File: config.mk
export PLATFORM = sky130hd
export DESIGN_NAME = trace_display_driver
export DESIGN_NICKNAME = d
export VERILOG_FILES = /design/src/rtl/trace_display_driver.sv
export SDC_FILE = /design/constraint.sdc
export NUM_CORES = 1
export LEC_CHECK = 0
export ABC_CLOCK_PERIOD_IN_PS = 2440
export BUFFER_PORTS_ARGS = -buffer_cell sky130_fd_sc_hd__buf_2
export CORE_MARGIN = 4
export CORE_UTILIZATION = 50
export CTS_CLUSTER_DIAMETER = 50
export DETAILED_ROUTE_END_ITERATION = 10
export PLACE_DENSITY = 0.76
export SLEW_MARGIN = 10
export SYNTH_ARGS = -nofsm -noshare
export SYNTH_HDL_FRONTEND = slang
export SYNTH_SLANG_ARGS = --single-unit
File: constraint.sdc
create_clock -name Clock -period 2.44 [get_ports Clock]
set_clock_uncertainty 0.1 [all_clocks]
set_input_delay 0.366 -clock Clock [delete_from_list [all_inputs] [get_ports Clock]]
set_output_delay 0.366 -clock Clock [all_outputs]
set_load 0.005 [all_outputs]
File: src/rtl/trace_display_driver.sv
// Captures the processor's fetch PC or writeback data and scans it as eight
// hex digits onto a common-anode seven-segment display (all outputs active-low).
module trace_display_driver #(
  parameter int REFRESH_COUNT = 100000
) (
  input  logic        Clock,
  input  logic        Reset,
  input  logic [31:0] PC_In,
  input  logic [31:0] WriteData_In,
  input  logic        Sel,
  input  logic        Hold,
  output logic [7:0]  Anode,
  output logic [6:0]  Segments,
  output logic        DP
);

  localparam int CNT_W = (REFRESH_COUNT > 1) ? $clog2(REFRESH_COUNT) : 1;
  localparam logic [CNT_W-1:0] CNT_MAX = CNT_W'(REFRESH_COUNT - 1);

  logic [31:0]      cap_pc;
  logic [31:0]      cap_wd;
  logic             sel_q;
  logic [CNT_W-1:0] ref_cnt;
  logic [2:0]       digit_idx;

  logic [31:0]      shown;
  logic [3:0]       nibble;

  // Common-anode patterns {g,f,e,d,c,b,a}: a 0 lights the segment.
  function automatic logic [6:0] decode(input logic [3:0] hex);
    logic [6:0] seg;
    case (hex)
      4'h0: seg = 7'h40;
      4'h1: seg = 7'h79;
      4'h2: seg = 7'h24;
      4'h3: seg = 7'h30;
      4'h4: seg = 7'h19;
      4'h5: seg = 7'h12;
      4'h6: seg = 7'h02;
      4'h7: seg = 7'h78;
      4'h8: seg = 7'h00;
      4'h9: seg = 7'h10;
      4'hA: seg = 7'h08;
      4'hB: seg = 7'h03;
      4'hC: seg = 7'h46;
      4'hD: seg = 7'h21;
      4'hE: seg = 7'h06;
      4'hF: seg = 7'h0E;
      default: seg = 7'h7F;
    endcase
    return seg;
  endfunction

  // NOTE: every signal written in always_comb gets a value on every path, so no latch is inferred.
  always_comb begin
    shown  = sel_q ? cap_wd : cap_pc;
    nibble = shown[{digit_idx, 2'b00} +: 4];
  end

  // NOTE: all state updates use non-blocking assignments so every register samples pre-edge values.
  always_ff @(posedge Clock) begin
    if (Reset) begin
      cap_pc    <= '0;
      cap_wd    <= '0;
      sel_q     <= 1'b0;
      ref_cnt   <= '0;
      digit_idx <= '0;
      Anode     <= 8'hFF;
      Segments  <= 7'h7F;
      DP        <= 1'b1;
    end else begin
      if (!Hold) begin
        cap_pc <= PC_In;
        cap_wd <= WriteData_In;
      end
      sel_q <= Sel;

      if (ref_cnt == CNT_MAX) begin
        ref_cnt   <= '0;
        digit_idx <= digit_idx + 3'd1;
      end else begin
        ref_cnt <= ref_cnt + CNT_W'(1);
      end

      // Outputs reflect the digit selected before this edge, one cycle behind the scan.
      Anode    <= ~(8'b1 << digit_idx);
      Segments <= decode(nibble);
      DP       <= ~(sel_q && (digit_idx == 3'd0));
    end
  end

endmodule

==> impl_metrics.csv <==
group,metric,value,unit
pwr,p_int,2.50,mW
sta,fin_crit_sh,95.8,%
place,gp_routability_congestion,0.905,
global_routing,antenna_found_initial,0,
min_path,hold_path_depth,3,
pwr,p_switching,0.819,mW
logic_synthesis,ys_warn_count,0,
logic_synthesis,synth_nets,513,
pwr,power_frac_seq,53.4,%
outcome,status,"completed",
drt,wl_per_cell,15.4,um
pwr,p_leak,2.38,nW
global_routing,grt_usage,18.4,%
logic_synthesis,synth_top_cell_area_share,45.3,%
logic_synthesis,synthFlopType,"dfxtp_1",
clock_network,cts_tree,"done",
min_path,worstHoldEndpoint,"cap_pc[4]",
clock_network,clk_latency,0.36,ns
setup_path,crit_required,2.60,ns
drt,antenna_left,0,
finish,diodes,0,
clock_network,cts.sinks,101,
logic_synthesis,synth_xor_area_share,3.14,%
setup_path,end_kind,"flip-flop",
logic_synthesis,synth_area,0.00447,mm2
clock_network,numCtsBuffers,9,
pwr,cellPowerDensity,627,mW/mm2
logic_synthesis,synth_fa_ha_area_share,3.64,%
place,port_buffers,83,
clock_network,clockBufferDepth,2,
die,die_w,103,um
logic_synthesis,async_flop_share,0,%
pwr,swShare,24.7,%
pwr,vdd_ir_drop_max,0.342,mV
drt,viasPerCell,5.41,
drt,wirelength,9.67,mm
finish,nNetsFinal,595,
sta,finalHoldViolations,0,
logic_synthesis,synth_top_cell_by_area,"dfxtp_1",
clock_network,htreeDepth,3,
clock_network,root_buffer,"clkbuf_8",
drt,drc_errors,0,
logic_synthesis,yosysSeqAreaShare,45.3,%
logic_synthesis,synth_area_leaders,"dfxtp_1, mux2i_1, nor2_1",
sta,setup_viol_count_final,0,
drt,dr.pass1.iters,4,
pwr,p_comb_share,11.2,%
global_routing,grt_pass1_vias,3190,
die,die_area,0.0105,mm2
sta,setup_tns,0,ns
min_path,hp-start,"PC_In[4]",
finish,layout-drive-gt1-share,27.0,%
setup_path,r2r-end,"Segments[6]",
logic_synthesis,synth-seq-cells,101,
setup_path,path_cells,"buf_6 -> mux4_2 -> nand3_1 -> and3_4 -> inv_1 -> ha_1 -> inv_2 -> a21oi_1 -> o21bai_1 -> a221o_1",
setup_path,crit_path_start,"digit_idx[0]",
sta,tightestPinTransition,0.661,ns
setup_path,r2r-start,"digit_idx[0]",
setup_path,critical_path.max_fanout,5,
die,rows,34,
drt,num_vias,3394,
sta,fmax,0.428,GHz
finish,fin_util,60.8,%
logic_synthesis,synth_compound_area_share,5.71,%
setup_path,critical-path-slowest-cell,"mux4_2",
logic_synthesis,synth_cell_type_count,44,
setup_path,critPathLaunchType,"flip-flop",
sta,layout_min_cycle_time,2.34,ns
sta,max_slew_margin,55.9,%
logic_synthesis,synthCells,432,
die,initial_utilization,51.2,%
setup_path,critPathMaxStageDelay,0.49,ns
drt,first_iter_violations,149,
logic_synthesis,synth_edf_count,0,
setup_path,r2r_slack,0.10,ns
global_routing,grt-ovfl-total,0,
die,io_pins,84,
logic_synthesis,synth-simple-area-share,15.0,%
pwr,p_clk_share,35.4,%
global_routing,grt_max_degree,47,
logic_synthesis,avgSynthCellArea,10.3,um2
min_path,worst_hold_path_type,"in2reg",
pwr,power,3.32,mW
sta,maxSlewViolCount,0,
place,dp_hpwl,7.27,mm
finish,area_delta_synth_final,18.6,%
logic_synthesis,muxShareOfSynthArea,23.6,%
die,core,0.00872,mm2
setup_path,cp.arrival,2.50,ns
global_routing,grt_pass1_wl,15.2,mm
die,chipHeight,103,um
clock_network,clk_pin_slew,0.10,ns
flow_run,cap_viol_max_count,0,
logic_synthesis,synth_top_family_by_area,"multiplexers",
setup_path,path_class,"reg2reg",
setup_path,reg2regPathDepth,10,
final cells by class:
cell class                      instances  area [um2]
Tap cell                              108         135
Timing Repair Buffer                   97         563
Multi-Input combinational cell        293        2300
Inverter                               12        45.0
Clock buffer                            9         124
Fill cell                             713        3420
Sequential cell                       101        2030
Clock inverter                          7        98.8
kinds of logic after synthesis:
logic type	Yosys count
buffers and inverters	38
XOR/XNOR	16
multiplexers	86
adder cells (fa/ha/maj)	13
flip-flops	101
AO/OA/AOI/OAI	27
AND/OR/NAND/NOR	151
through the flow:
| stage | hold slack [ns] | cell area [um2] | setup slack, ns | std cells |
|---|---|---|---|---|
| after global routing | 0.127 | 5300 | -0.00592 | 627 |
| after floorplan | 0.318 | 4470 | 0.0130 | 432 |
| after global placement | 0.329 | 5020 | 0.0446 | 609 |
| final | 0.130 | 5300 | 0.102 | 627 |
| after CTS | 0.123 | 5250 | 0.0537 | 625 |
| after detailed placement | 0.341 | 5020 | -0.0697 | 609 |
power by group through the flow:
stage               sequential, mW  clock, mW  combinational [mW]
floorplan                     1.80          0               0.243
global placement              1.81          0               0.354
detailed placement            1.82          0               0.363
CTS                           1.78       1.19               0.365
global route                  1.78       1.26               0.409
finish                        1.77       1.18               0.371
cell usage in the layout (no fill, tap or decap), drive strengths merged, types with 2 or more instances in the layout:
cell / count
nand4: 4
a221o: 2
nor2: 96
nand3: 13
a221oi: 2
dfxtp: 101
a22o: 3
clkinv: 3
a22oi: 5
bufinv: 2
o21bai: 2
a211o: 2
nor3: 3
o21ai: 4
xnor2: 11
nand2: 15
and3: 4
buf: 97
and2: 3
nor2b: 6
a21oi: 3
ha: 13
clkbuf: 9
xor2: 5
mux2i: 72
inv: 13
nor4: 2
mux4: 14
registers in the layout, indices dropped and copies added, names as in the netlist:
signal,cells
ref_cnt,17
cap_wd,32
sel_q,1
Segments,7
Anode,8
cap_pc,32
digit_idx,3
DP,1
per-layer routing:
metal / wire (um) / GRT usage, %
met5: 0 / 0
met4: 119 / 5.75
met3: 520 / 3.79
met2: 4700 / 30.0
met1: 4320 / 24.7
critical path: cells and delay by family (launching register included):
family,cells,cell delay (ns)
AO/OA/AOI/OAI,3,0.54
AND/OR/NAND/NOR,2,0.29
adder cells (fa/ha/maj),1,0.18
flip-flops,1,0.40
buffers and inverters,3,0.22
multiplexers,1,0.49
cell usage after synthesis, types with 6 or more instances:
| master | instances |
|---|---|
| clkbuf_1 | 14 |
| dfxtp_1 | 101 |
| mux4_2 | 9 |
| xnor2_1 | 11 |
| nand2_1 | 15 |
| ha_1 | 13 |
| nor2b_1 | 6 |
| nand3_1 | 13 |
| nor2_1 | 95 |
| inv_1 | 12 |
| mux2i_1 | 72 |
what timing repair did:
action,in CTS,in global routing
hold buffers,0,0
buffers inserted,0,2
pin swaps,0,1
resized for setup,3,11
endpoints found under the hold margin,0,0
gates cloned,0,0
endpoints found under the setup margin,2,4
how the worst max path moves through the flow:
stage,end,slack [ns],cells after the start
final,Segments[6],0.10,10
after global routing,Segments[6],-0.006,10
after CTS,Segments[6],0.05,8
after detailed placement,Segments[6],-0.07,9
after global placement,Segments[6],0.04,9
after floorplan,Segments[6],0.01,11
No activity file was read; power rests on OpenSTA's default activity.
